===== src/rtl/fht_stream_loader.sv =====
// Stream-to-RAM loader for the FHT core. It scatters one frame of 4*2^A_BIT samples across
// the four RAM(A) banks, zero-pads short frames, then sends a start strobe and waits for the core.
//
// state   | meaning
// --------+-------------------------------------------------------------
// S_LOAD  | accepting samples, one write per accepted sample
// S_PAD   | writing zeros to the remaining indices of a short frame
// S_START | final write visible on oWE; raise oSTART and clear n
// S_WAIT  | core running; hold off input until iRDY (after guard window)
module fht_stream_loader #(
   parameter int D_BIT   = 16,
   parameter int A_BIT   = 8,
   parameter int BIT_REV = 1
) (
   input  logic                    iCLK,
   input  logic                    iRESET,
   input  logic signed [D_BIT-1:0] iDATA,
   input  logic                    iVALID,
   input  logic                    iLAST,
   output logic                    oREADY,
   input  logic                    iRDY,
   output logic        [3:0]       oWE,
   output logic signed [D_BIT-1:0] oDATA_0,
   output logic signed [D_BIT-1:0] oDATA_1,
   output logic signed [D_BIT-1:0] oDATA_2,
   output logic signed [D_BIT-1:0] oDATA_3,
   output logic        [A_BIT-1:0] oADDR_WR_0,
   output logic        [A_BIT-1:0] oADDR_WR_1,
   output logic        [A_BIT-1:0] oADDR_WR_2,
   output logic        [A_BIT-1:0] oADDR_WR_3,
   output logic                    oSTART,
   output logic                    oBUSY,
   output logic                    oERR_LEN
);

   localparam int N_BIT = A_BIT + 2;
   localparam logic [N_BIT-1:0] N_LAST = {N_BIT{1'b1}};

   typedef enum logic [1:0] {
      S_LOAD,
      S_PAD,
      S_START,
      S_WAIT
   } state_t;

   state_t                    state;
   logic       [N_BIT-1:0]    n;
   logic       [1:0]          hold_cnt;
   logic       [N_BIT-1:0]    r_idx;
   logic       [1:0]          wr_bank;
   logic       [A_BIT-1:0]    wr_addr;
   logic signed [D_BIT-1:0]   wr_data;
   logic                      accept;
   logic                      do_wr;

   assign oREADY = (state == S_LOAD);
   assign accept = iVALID & oREADY;
   assign do_wr  = accept | (state == S_PAD);

   always_comb begin
      r_idx = n;
      if (BIT_REV != 0) begin
         for (int i = 0; i < N_BIT; i++) begin
            r_idx[i] = n[N_BIT-1-i];
         end
      end
   end

   assign wr_bank = r_idx[1:0];
   assign wr_addr = r_idx[N_BIT-1:2];
   assign wr_data = (state == S_PAD) ? '0 : iDATA;

   always_ff @(posedge iCLK) begin
      if (!iRESET) begin
         state      <= S_LOAD;
         n          <= '0;
         hold_cnt   <= '0;
         oWE        <= '0;
         oDATA_0    <= '0;
         oDATA_1    <= '0;
         oDATA_2    <= '0;
         oDATA_3    <= '0;
         oADDR_WR_0 <= '0;
         oADDR_WR_1 <= '0;
         oADDR_WR_2 <= '0;
         oADDR_WR_3 <= '0;
         oSTART     <= 1'b0;
         oBUSY      <= 1'b0;
         oERR_LEN   <= 1'b0;
      end else begin
         oWE      <= '0;
         oSTART   <= 1'b0;
         oERR_LEN <= 1'b0;

         // Address and data only move on a write so the core sees stable buses otherwise.
         if (do_wr) begin
            oWE        <= 4'b0001 << wr_bank;
            oDATA_0    <= wr_data;
            oDATA_1    <= wr_data;
            oDATA_2    <= wr_data;
            oDATA_3    <= wr_data;
            oADDR_WR_0 <= wr_addr;
            oADDR_WR_1 <= wr_addr;
            oADDR_WR_2 <= wr_addr;
            oADDR_WR_3 <= wr_addr;
         end

         case (state)
            S_LOAD: begin
               if (accept) begin
                  if (n == N_LAST) begin
                     state    <= S_START;
                     oBUSY    <= 1'b1;
                     oERR_LEN <= ~iLAST;
                  end else if (iLAST) begin
                     state    <= S_PAD;
                     oERR_LEN <= 1'b1;
                     n        <= n + 1'b1;
                  end else begin
                     n <= n + 1'b1;
                  end
               end
            end
            S_PAD: begin
               if (n == N_LAST) begin
                  state <= S_START;
                  oBUSY <= 1'b1;
               end else begin
                  n <= n + 1'b1;
               end
            end
            S_START: begin
               oSTART   <= 1'b1;
               n        <= '0;
               hold_cnt <= 2'd2;
               state    <= S_WAIT;
            end
            S_WAIT: begin
               // The core's oRDY is stale for two cycles after the strobe.
               if (hold_cnt != 2'd0) begin
                  hold_cnt <= hold_cnt - 2'd1;
               end else if (iRDY) begin
                  state <= S_LOAD;
                  oBUSY <= 1'b0;
               end
            end
            default: state <= S_LOAD;
         endcase
      end
   end

endmodule


===== config.mk =====
export PLATFORM = sky130hd
export DESIGN_NAME = fht_stream_loader
export DESIGN_NICKNAME = d
export VERILOG_FILES = /design/src/rtl/fht_stream_loader.sv
export SDC_FILE = /design/constraint.sdc
export NUM_CORES = 1
export LEC_CHECK = 0
export CORE_UTILIZATION = 68
export CTS_BUF_LIST = sky130_fd_sc_hd__clkbuf_4 sky130_fd_sc_hd__clkbuf_8 sky130_fd_sc_hd__clkbuf_16
export CTS_CLUSTER_SIZE = 24
export DETAILED_ROUTE_END_ITERATION = 16
export DONT_BUFFER_PORTS = 1
export GPL_TIMING_DRIVEN = 0
export PLACE_DENSITY = 0.84
export SETUP_SLACK_MARGIN = 0.3
export SLEW_MARGIN = 25
export SYNTH_ARGS = -nofsm -noshare
export SYNTH_HDL_FRONTEND = slang
export SYNTH_SLANG_ARGS = --single-unit

===== constraint.sdc =====
create_clock -name iCLK -period 6 [get_ports iCLK]
set_input_delay 0.9 -clock iCLK [delete_from_list [all_inputs] [get_ports iCLK]]
set_output_delay 0.9 -clock iCLK [all_outputs]
set_load 0.03 [all_outputs]

==> impl_metrics.csv, run 1 <==
group,metric,value,unit
routing,drc,0,
setup_path,critPathLaunchType,"register",
routing,finalWirelength,4690,um
finish,utilization,0.770,
yosys,synth_warnings,0,
setup_path,crit_required,6290,ps
placed_design,hpwl,3490,um
setup_path,cp_cell_sequence,"inv_1 -> ha_1 -> nor2b_1 -> a21o_1 -> a21o_4 -> or4b_1 -> a21oi_1",
placed_design,port_buffers,0,
setup_path,crit_arrival,2610,ps
pwr,swShare,0.473,
pwr,ir_drop,0.000304,V
clock_tree,ctsResizeCount,0,
die,die_x,62.2,um
yosys,ys_types,39,
die,start_util,0.722,
die,ioPinCount,125,
setup_path,max_stage_delay,490,ps
grt,grt_usage,0.238,
die,coreArea,0.00342,mm^2
timing,finClkSkew,9.94,ps
clock_tree,clockBufferDepth,2,
outcome,outcome,"complete, no violations",
timing,clock.fmax,430,MHz
yosys,syn_nets,336,
yosys,synth-seq-area-share,0.365,
finish,final_cells,362,
grt,grt_pass1_wl,7500,um
timing,slew_violations,0,
finish,nNetsFinal,343,
setup_path,endpoint_kind,"register",
routing,drtAntennaViolNets,0,
routing,drt_iter0_markers,61,
die,rows,21,
routing,routed_via_density,5.34,
clock_tree,cts.clk_slew.worst_paths,130,ps
clock_tree,cts_buffers,5,
clock_tree,cts-hold-fix-buffers,0,
setup_path,worstSetupPathType,"reg -> reg",
pwr,p_seq_frac,0.360,
pwr,p_int,0.679,mW
timing,fin_crit,2320,ps
pwr,p_leak,1.14,nW
clock_tree,clock_latency,350,ps
pwr,powerDensity,490,mW/mm^2
grt,grt_pass1_vias,1694,
clock_tree,cts_setup_buffers,0,
yosys,ys_seq_elements,45,
yosys,synthCells,308,
die,fp.dieH,62.2,um
clock_tree,clock-root-buffer,"clkbuf_4",
finish,area_growth,6.65,%
timing,rsz0062_at_grt,"no",
timing,worst_pin_slew,568,ps
clock_tree,cts_max_level,2,
setup_path,cp_num_buf_inv,1,
finish,layout_common_cells,"buf_4, nand2_1, dfxtp_1",
yosys,ys_async_sr_fraction,0,
timing,slew_headroom,0.618,
finish,layout_commonest_cell,"buf_4",
timing,setup_violations,0,
clock_tree,cts_tree,"yes",
timing,hold_violations,0,
die,design.die.area,0.00387,mm^2
timing,fin_tns_setup,0,ps
timing,period_share,0.387,
yosys,synth-edff-count,0,
setup_path,cpMaxStageDelayCell,"or4b_1",
routing,via_count,1932,
setup_path,critical_path.top_delay_family,"simple AND/OR/NAND/NOR gates",
grt,grt_max_degree,16,
setup_path,critPathMaxFanout,6,
placed_design,gp_congestion,0.852,
worst_hold_path,hold_class,"reg -> reg",
yosys,netlist_area,0.00246,mm^2
pwr,pwr-share-clk,0.180,
clock_tree,cts.sinks,45,
pwr,power.switching,0.609,mW
flow_run,maxCapViolCount,0,
finish,antenna_cells,0,
finish,drive_above_1_share,0.275,
routing,wl_per_cell,13.0,um
yosys,avgSynthCellArea,8.00,um^2
pwr,combinationalPowerShare,0.460,
routing,first_pass_iters,4,
placed_design,dpl.cell_count,354,
grt,antenna_found_initial,0,
yosys,synth_ff_type,"dfxtp_1",
grt,grt-ovfl-total,0,
-- per-layer routing --
metal | track usage | wire length [um] | share of wire
met1 | 0.289 | 1980 | 0.42
met2 | 0.416 | 2280 | 0.49
met3 | 0.0717 | 399 | 0.085
met4 | 0.0436 | 29 | 0.0062
met5 | 0 | 0 | 0
-- through the flow --
stage          instance area [um^2]  setup WS [ps]  total power, mW  hold WS, ps
4_1_cts                        2630           3680             1.29          518
2_1_floorplan                  2460           3880            0.979          467
5_1_grt                        2630           3480             1.37          543
3_5_place_dp                   2520           3720             1.06          496
3_3_place_gp                   2520           3720             1.05          485
6_report                       2630           3680             1.29          515
-- state kept, by name (all words and copies together) (netlist names) --
signal and cells:
hold_cnt 2, n 10, oADDR_WR_3 8, oBUSY 1, oDATA_3 16, oERR_LEN 1
oSTART 1, oWE 4, state 2
-- worst paths after layout --
| check | cells after the start | start | end | slack (ps) |
|---|---|---|---|---|
| min reg2reg | 2 | hold_cnt[1]$_SDFFE_PN0P_ | hold_cnt[1]$_SDFFE_PN0P_ | 520 |
| max | 7 | state[1]$_SDFFE_PN0P_ | n[7]$_SDFFE_PN0P_ | 3680 |
| min | 2 | hold_cnt[1]$_SDFFE_PN0P_ | hold_cnt[1]$_SDFFE_PN0P_ | 520 |
| max reg2reg | 7 | state[1]$_SDFFE_PN0P_ | n[7]$_SDFFE_PN0P_ | 3680 |
-- power by group through the flow --
stage               clock (mW)  sequential, mW  combinational [mW]
finish                   0.232           0.464               0.592
global route             0.250           0.474               0.645
global placement             0           0.468               0.583
floorplan                    0           0.456               0.524
detailed placement           0           0.470               0.592
CTS                      0.234           0.464               0.594
-- Yosys cell counts (5+ instances only) --
| cell | count | area [um^2] |
|---|---|---|
| a21oi_1 | 36 | 180 |
| o21ai_0 | 7 | 35.0 |
| inv_1 | 8 | 30.0 |
| clkbuf_1 | 10 | 37.5 |
| ha_1 | 7 | 87.6 |
| nor3_1 | 7 | 35.0 |
| nand2_1 | 56 | 210 |
| dfxtp_1 | 45 | 901 |
| nor2_1 | 13 | 48.8 |
| buf_4 | 72 | 541 |
| nand3_1 | 5 | 25.0 |
-- worst register-to-register path: stages (launching register included) --
cell	delay, ps
dfxtp_1	440
inv_1	160
ha_1	370
nor2b_1	250
a21o_1	200
a21o_4	210
or4b_1	490
a21oi_1	140
-- cell type report --
class / count / area, um^2
inverters: 8 / 30.0
multi-input cells: 172 / 945
plain buffers: 83 / 589
fillers: 289 / 787
flip-flops and latches: 45 / 901
well taps: 46 / 57.6
clock inverters: 3 / 68.8
clock buffers: 5 / 37.5
-- logic make-up after synthesis --
logic type / after synthesis / share of synthesized area
AOI/OAI and AO/OA: 59 / 0.142
xor gates and xnor gates: 1 / 0.00355
adders and majority gates: 7 / 0.0355
buffers and inverters: 91 / 0.251
DFF: 45 / 0.365
and+or+nand+nor: 105 / 0.203
(Power assumes the default switching activity.)
==> run 2, diff against run 1 <==
--- a/config.mk
+++ b/config.mk
@@ -5,13 +5,13 @@
 export SDC_FILE = /design/constraint.sdc
 export NUM_CORES = 1
 export LEC_CHECK = 0
-export CORE_UTILIZATION = 68
+export CORE_UTILIZATION = 57
 export CTS_BUF_LIST = sky130_fd_sc_hd__clkbuf_4 sky130_fd_sc_hd__clkbuf_8 sky130_fd_sc_hd__clkbuf_16
 export CTS_CLUSTER_SIZE = 24
 export DETAILED_ROUTE_END_ITERATION = 16
 export DONT_BUFFER_PORTS = 1
 export GPL_TIMING_DRIVEN = 0
-export PLACE_DENSITY = 0.84
+export PLACE_DENSITY = 0.75
 export SETUP_SLACK_MARGIN = 0.3
 export SLEW_MARGIN = 25
 export SYNTH_ARGS = -nofsm -noshare
==> constraint.sdc (replaced) <==
create_clock -name iCLK -period 1.9 [get_ports iCLK]
set_input_delay 0.285 -clock iCLK [delete_from_list [all_inputs] [get_ports iCLK]]
set_output_delay 0.285 -clock iCLK [all_outputs]
set_load 0.03 [all_outputs]
==> run 2 against run 1 <==
  * Critical path depth is the same
  * Hold slack lost 410 ps
  * Fmax grew 29%
==> impl_metrics.csv, run 2 (synthesis gave the netlist of run 1 again) <==
group,metric,value,unit
outcome,outcome,"complete, no violations",
finish,top_regs,"oDATA_3 (16), n (10), oADDR_WR_3 (8)",
pwr,ir_drop,0.00103,V
routing,routed_via_density,5.35,
clock_tree,clock-root-buffer,"clkbuf_8",
timing,finClkSkew,3.16,ps
finish,largest_register_ff_count,16,
timing,hold_violations,0,
placed_design,gp_congestion,0.792,
finish,layout_common_cells,"buf_4, nand2_1, dfxtp_1",
timing,slew_headroom,0.600,
grt,grt_usage,0.221,
die,start_util,0.603,
worst_hold_path,whs_path_depth,1,
grt,grt_pass1_wl,7650,um
routing,via_count,2021,
setup_path,cpMaxStageDelayCell,"or4b_4",
flow_run,maxCapViolCount,0,
setup_path,worstSetupPathType,"reg -> reg",
finish,nNetsFinal,356,
timing,period_share,0.948,
clock_tree,clockBufferDepth,2,
timing,clock.fmax,555,MHz
setup_path,reg2reg_depth,7,
grt,grt_max_degree,14,
finish,area_growth,16.4,%
finish,top_register,"oDATA_3",
setup_path,cp_cell_sequence,"inv_6 -> ha_4 -> nor2b_4 -> a21o_1 -> a21o_4 -> or4b_4 -> a21oi_2",
setup_path,critPathMaxFanout,6,
pwr,powerDensity,1510,mW/mm^2
placed_design,placed_cell_area,0.00257,mm^2
setup_path,rrSetupSlack,100,ps
timing,worst_pin_slew,600,ps
routing,drc,0,
setup_path,regToRegStartpoint,"state[1]$_SDFFE_PN0P_",
clock_tree,cts_max_level,2,
routing,first_pass_iters,4,
clock_tree,cts-hold-fix-buffers,0,
finish,drive_above_1_share,0.405,
die,fp.dieH,67.8,um
finish,layout_commonest_cell,"buf_4",
routing,wl_per_cell,13.6,um
timing,slew_violations,0,
grt,grt_pass1_vias,1679,
setup_path,max_stage_delay,480,ps
routing,drt_iter0_markers,82,
setup_path,crit_required,2140,ps
finish,antenna_cells,0,
clock_tree,cts_buffers,5,
timing,setup_violations,0,
die,design.die.area,0.00459,mm^2
timing,fin_crit,1800,ps
timing,fin_tns_setup,0,ps
grt,antenna_found_initial,0,
routing,finalWirelength,5120,um
clock_tree,cts.sinks,45,
placed_design,hpwl,3520,um
grt,grt-ovfl-total,0,
finish,fin_area,0.00287,mm^2
clock_tree,cts.clk_slew.worst_paths,80,ps
routing,drtAntennaViolNets,0,
die,ioPinCount,125,
setup_path,crit_arrival,2040,ps
worst_hold_path,hold_class,"in -> reg",
die,coreArea,0.00409,mm^2
worst_hold_path,hold_end,"hold_cnt[0]$_SDFFE_PN0P_",
die,rows,23,
timing,rsz0062_at_grt,"yes",
clock_tree,cts_tree,"yes",
placed_design,port_buffers,0,
setup_path,critPathLaunchType,"register",
pwr,p_leak,1.25,nW
setup_path,r2r_end,"n[7]$_SDFFE_PN0P_",
die,die_x,67.8,um
worst_hold_path,min_from,"iRESET",
setup_path,endpoint_kind,"register",
clock_tree,clock_latency,300,ps
run 2: layout make-up:
type                            instances  area (um^2)
Buffer                                 83          604
Clock buffer                            6         82.6
Clock inverter                          1         6.26
Fill cell                             334         1220
Inverter                                8         37.5
Multi-Input combinational cell        172         1040
Sequential cell                        45          921
Tap cell                               50         62.6
Timing Repair Buffer                   13          114
run 2: power by group:
part | internal (mW) | switching [mW]
registers | 1.11 | 0.349
logic | 0.872 | 1.39
clock network | 0.289 | 0.319
run 2: how the worst max path moves through the flow:
stage	startpoint	to	slack, ps
CTS	state[0]$_SDFFE_PN0P_	n[7]$_SDFFE_PN0P_	80
global route	state[1]$_SDFFE_PN0P_	n[7]$_SDFFE_PN0P_	50
floorplan	state[0]$_SDFFE_PN0P_	n[7]$_SDFFE_PN0P_	110
global placement	state[0]$_SDFFE_PN0P_	n[7]$_SDFFE_PN0P_	20
detailed placement	state[0]$_SDFFE_PN0P_	n[7]$_SDFFE_PN0P_	-4
finish	state[1]$_SDFFE_PN0P_	n[7]$_SDFFE_PN0P_	100
run 2: per-layer routing:
layer	global-route usage	vias up	routed length [um]
met5	0	-	0
met4	0.0851	0	74
met3	0.0557	7	391
met2	0.371	92	2520
met1	0.268	929	2130
li1	-	993	-
run 2: what timing repair did:
action / in CTS / in global routing
buffers inserted: 13 / 0
gates resized for setup: 23 / 19
hold endpoints to repair: 0 / 0
setup endpoints to repair: 36 / 38
pin swaps: 9 / 7
run 2: worst max-delay path, delay by kind of cell, from the launching register on:
family,cells,cell delay [ps]
adder cells (fa/ha/maj),1,200
AND/OR/NAND/NOR,2,620
flip-flops,1,370
buffers and inverters,1,30
AO/OA/AOI/OAI,3,510
run 2: through the flow:
stage / instances / hold slack, ps / utilization / power, mW / setup slack (ps)
floorplan: 308 / 407 / - / 3.19 / 114
global placement: 358 / 411 / 0.630 / 3.44 / 17.8
detailed placement: 358 / 412 / 0.630 / 3.47 / -3.61
CTS: 378 / 101 / 0.695 / 4.30 / 83.1
global route: 378 / 93.5 / 0.702 / 4.61 / 46.2
finish: 378 / 107 / 0.702 / 4.33 / 98.9
==> run 3, diff against run 2 <==
--- a/config.mk
+++ b/config.mk
@@ -7,11 +7,12 @@
 export LEC_CHECK = 0
 export CORE_UTILIZATION = 57
 export CTS_BUF_LIST = sky130_fd_sc_hd__clkbuf_4 sky130_fd_sc_hd__clkbuf_8 sky130_fd_sc_hd__clkbuf_16
-export CTS_CLUSTER_SIZE = 24
+export CTS_CLUSTER_SIZE = 25
 export DETAILED_ROUTE_END_ITERATION = 16
 export DONT_BUFFER_PORTS = 1
 export GPL_TIMING_DRIVEN = 0
 export PLACE_DENSITY = 0.75
+export RECOVER_POWER = 25
 export SETUP_SLACK_MARGIN = 0.3
 export SLEW_MARGIN = 25
 export SYNTH_ARGS = -nofsm -noshare
==> run 3 against run 2 <==
  * Utilization is 0.061 points lower
  * Die area unchanged
  * Wire length about the same
  * Power down 0.11%
  * First-iteration DRC count fell by 9.8%
  * Hold slack about the same
  * Clock power about the same
  * Largest power group unchanged
  * Fmax barely moved
  * Register-to-register slack about the same
  * Combinational power about the same
  * Cell area is essentially flat
==> impl_metrics.csv, run 3 (synthesis gave the netlist of run 1 again) <==
group,metric,value,unit
timing,hold_slack,107,ps
timing,slew_headroom,0.600,
setup_path,path_depth,7,
flow_run,maxCapViolCount,0,
clock_tree,clock_latency,300,ps
setup_path,max_stage_delay,480,ps
finish,multi_input_area,0.00104,mm^2
timing,rsz0062_at_grt,"yes",
die,rows,23,
clock_tree,clockBufferDepth,2,
setup_path,reg2reg_depth,7,
placed_design,port_buffers,0,
timing,clock.fmax,555,MHz
setup_path,startpoint,"state[1]$_SDFFE_PN0P_",
setup_path,crit_required,2140,ps
routing,finalWirelength,5120,um
timing,fin_crit,1800,ps
finish,utilization,0.702,
clock_tree,cts.clk_slew.worst_paths,80,ps
routing,via_count,2016,
clock_tree,cts.sinks,45,
pwr,p_leak,1.25,nW
clock_tree,cts_tree,"yes",
clock_tree,clock-root-buffer,"clkbuf_8",
finish,drive_above_1_share,0.399,
timing,setup_violations,0,
routing,drc,0,
setup_path,crit_arrival,2040,ps
finish,seq_area,921,um^2
finish,antenna_cells,0,
clock_tree,cts_max_level,2,
timing,finClkSkew,3.31,ps
die,start_util,0.603,
finish,nNetsFinal,356,
setup_path,cp_num_buf_inv,1,
timing,period_share,0.948,
finish,area_growth,16.3,%
finish,nFillCells,335,
finish,layout_common_cells,"buf_4, nand2_1, dfxtp_1",
finish,layout_commonest_cell,"buf_4",
setup_path,cp_cell_sequence,"inv_6 -> ha_4 -> nor2b_4 -> a21o_1 -> a21o_4 -> or4b_4 -> a21oi_2",
timing,slew_violations,0,
grt,grt_usage,0.221,
clock_tree,cts-hold-fix-buffers,0,
setup_path,endpoint_kind,"register",
timing,hold_violations,0,
routing,first_pass_iters,4,
routing,wl_per_cell,13.6,um
die,fp.dieH,67.8,um
placed_design,gp_congestion,0.792,
setup_path,cpMaxStageDelayCell,"or4b_4",
clock_tree,cts_buffers,5,
routing,routed_via_density,5.33,
grt,grt_pass1_wl,7650,um
setup_path,r2r_end,"n[7]$_SDFFE_PN0P_",
setup_path,rrSetupSlack,100,ps
setup_path,worstSetupPathType,"reg -> reg",
grt,grt_max_degree,14,
grt,grt-ovfl-total,0,
worst_hold_path,hold_class,"in -> reg",
finish,top_register,"oDATA_3",
finish,largest_register_ff_count,16,
grt,antenna_found_initial,0,
setup_path,critPathMaxFanout,6,
setup_path,critical_path.top_delay_family,"simple AND/OR/NAND/NOR gates",
setup_path,regToRegStartpoint,"state[1]$_SDFFE_PN0P_",
timing,worst_pin_slew,599,ps
routing,drt_iter0_markers,74,
grt,grt_pass1_vias,1679,
setup_path,setup.worst_path.end,"n[7]$_SDFFE_PN0P_",
pwr,ir_drop,0.00103,V
setup_path,critPathLaunchType,"register",
routing,drtAntennaViolNets,0,
placed_design,hpwl,3520,um
die,coreArea,0.00409,mm^2
outcome,outcome,"complete, no violations",
finish,top_regs,"oDATA_3 (16), n (10), oADDR_WR_3 (8)",
die,design.die.area,0.00459,mm^2
pwr,powerDensity,1510,mW/mm^2
die,ioPinCount,125,
die,die_x,67.8,um
-- run 3: cell types whose count changed in the layout (fill, tap and decap cells not counted), sizes merged --
cell    before  now
clkbuf      14   15
buf         88   87
-- run 3: metrics by stage --
stage	std cells	setup TNS, ps	setup slack (ps)	cell area [um^2]	power, mW
6_report	378	0	98.2	2870	4.33
5_1_grt	378	0	46.2	2870	4.61
4_1_cts	378	0	83.1	2840	4.30
3_5_place_dp	358	-3.61	-3.61	2570	3.47
3_3_place_gp	358	0	17.8	2570	3.44
2_1_floorplan	308	0	114	2510	3.19
-- run 3: worst min path at each step --
stage	slack, ps	end	from	cells after the start
2_1_floorplan	410	hold_cnt[0]$_SDFFE_PN0P_	iRESET	1
3_3_place_gp	410	hold_cnt[0]$_SDFFE_PN0P_	iRESET	1
3_5_place_dp	410	hold_cnt[0]$_SDFFE_PN0P_	iRESET	1
4_1_cts	100	hold_cnt[0]$_SDFFE_PN0P_	iRESET	1
5_1_grt	90	hold_cnt[0]$_SDFFE_PN0P_	iRESET	1
6_report	110	oSTART$_SDFF_PN0_	iRESET	1
-- run 3: repair_timing --
action                     in CTS  in global routing
pin swaps                       9                  7
setup endpoints to repair      36                 38
buffers inserted               13                  0
gates resized for setup        23                 19
-- run 3: metal layers --
layer / vias up / track usage / share of wire
li1: 991 / - / -
met1: 925 / 0.268 / 0.42
met2: 92 / 0.371 / 0.49
met3: 8 / 0.0557 / 0.073
met4: 0 / 0.0851 / 0.014
met5: - / 0 / 0
-- run 3: layout make-up --
cell class | count | share of cell area
tap | 50 | 0.0218
multi-input combinational | 172 | 0.363
buffer | 83 | 0.210
timing repair buffer | 13 | 0.0397
clock inverter | 1 | 0.00218
clock buffer | 6 | 0.0288
sequential | 45 | 0.321
inverter | 8 | 0.0131
-- run 3: where the power goes --
group | total [mW] | internal [mW] | switching, mW
clock | 0.606 | 0.289 | 0.317
combinational | 2.26 | 0.868 | 1.39
sequential | 1.46 | 1.11 | 0.349
total | 4.33 | 2.27 | 2.06
-- run 3: worst register-to-register path, delay by kind of cell, from the launching register on --
family	cells	cell delay, ps
AOI/OAI and AO/OA	3	510
DFF	1	370
and+or+nand+nor	2	620
buffers and inverters	1	40
adders and majority gates	1	200
==> patch (settings of run 2) <==
`BIT_REV`: 1 -> 0.
--- a/src/rtl/fht_stream_loader.sv
+++ b/src/rtl/fht_stream_loader.sv
@@ -10,7 +10,7 @@
 module fht_stream_loader #(
    parameter int D_BIT   = 16,
    parameter int A_BIT   = 8,
-   parameter int BIT_REV = 1
+   parameter int BIT_REV = 0
 ) (
    input  logic                    iCLK,
    input  logic                    iRESET,
Formal check against the unedited RTL: not equivalent (a bounded check fails within 4 cycles, from zero or initial values and one cycle with iRESET low).
==> patch against run 2 <==
- the run now ends with setup timing left
- clock skew grew 0.0049 ns
- first-iteration DRC count up 46%
- final area is 0.83% lower
- sequential cell count stayed put
- wire length grew 2.6%
- area after synthesis increased by 0.56%
- power shrank 0.25%
- hold slack improved by 0.0076 ns
- synthesized cell count fell by 1.6%
- sequential share of layout area about the same
- worst setup slack lost 0.14 ns
- global-route usage up 0.72 points
- largest cell class unchanged
- largest power group unchanged
==> patch: results (changes against run 2) <==
Timing
  • Clk_skew: 0.00811 ns (+0.00495 ns)
  • Final WS setup: -0.0415 ns (-0.140 ns)
  • Count of final setup violators: 2 (+2)
  • Setup tns final: -0.0497 ns (-0.0497 ns)
  • Worst rel slew slack: 60.6% (+0.63 points)
  • Hold WS: 0.114 ns (+0.00757 ns)

Synthesis
  • Main synth FF type: dfxtp_1
  • Dominant cells by area after synthesis: dfxtp_1, buf_4, nand2_1, a21oi_1, ha_1
  • Synth Area in XOR/XNOR: 0.707% (+0.35 points)
  • Compound-Gate Fraction of Synth Area: 15.7% (+1.5 points)
  • Seq/Total Area, Yosys: 36.3% (-0.20 points)

Global routing
  • Met2 Use GR: 38.5% (+1.4 points)
  • First-pass GRT wire length: 7.85 mm (+2.6%)
  • GRT Util Overall: 22.8% (+0.72 points)
  • M1 GR Usage: 27.4% (+0.61 points)
  • GRT met3 Usage: 6.00% (+0.43 points)

Critical path
  • R2R depth: 9 (+2)
  • Largest stage delay on the critical path: 0.37 ns (-0.11 ns)
  • Slowest library cell on the worst path: dfxtp_4
  • Peak fanout along the critical path: 7 (+1)
  • Worst r2r dst: n[0]
  • R2R Path Start: state[0]
  • WP data arrival: 2.17 ns (+0.13 ns)

Drt
  • Routed met3 length: 355 um (-9.2%)
  • DR WL/cell: 14.1 um (+4.0%)
  • 1st-iter DRT viols: 120 (+46%)
  • Met2 WL: 2.69 mm (+6.6%)
  • Total wire length: 5.26 mm (+2.6%)
  • Via count: 2,000 (-1.0%)
  • Met1 wire length: 2.16 mm (+1.1%)

Outcome
  • Failing checks: setup timing
  • Status: finished, violations left

Min path
  • Hold path depth: 2 (+1)
  • Hold path startpoint: iDATA[11]
  • Hold EP: oDATA_3[11]

Place
  • Pre-CTS setup slack: -0.0609 ns (-0.0573 ns)
  • DP Wirelength: 3.69 mm (+4.6%)
  • Final estimated routing congestion in global placement: 0.766 (-3.3%)

Pwr
  • Power Dens Cells: 1520 mW/mm^2 (+0.59%)
  • P_sw: 2040 uW (-1.1%)
  • Sequential power share: 34.2% (+0.5 points)
  • Pleak: 0.00124 uW (-0.70%)
  • Max VDD drop: 861 uV (-16%)

Layout
  • Biggest regs: oDATA_3 x16, n x10, oADDR_WR_3 x8
  • Share of cells above drive strength 1: 40.9% (+0.32 points)

CTS
  • Gates resized, CTS repair: 21 (-8.7%)
-- patch: cell count changes after synthesis, moves of 4 or more --
cell      delta
o31ai_1      +4
a21oi_1      -6
o211ai_1     +6
nor3_1       -5
o21ai_0      -5
-- patch: worst max-delay path by stage --
| stage | startpoint | end | slack (ns) |
|---|---|---|---|
| floorplan | state[0] | n[6] | 0.07 |
| global placement | state[0] | n[6] | -0.06 |
| detailed placement | state[0] | n[6] | -0.06 |
| CTS | state[1] | n[5] | 0.004 |
| global route | state[1] | n[0] | -0.11 |
| finish | state[0] | n[0] | -0.04 |
-- patch: cell type report --
type	instances	area (sq um)
plain buffers	87	639
clock buffers	6	82.6
clock inverters	1	7.51
fillers	348	1240
inverters	9	38.8
multi-input cells	162	1010
flip-flops and latches	45	912
well taps	50	62.6
repair buffers	13	97.6
-- patch: logic make-up after synthesis --
family | Yosys count
AOI/OAI and AO/OA | 59
xor gates and xnor gates | 2
adders and majority gates | 7
DFF | 45
buffers and inverters | 96
and+or+nand+nor | 94
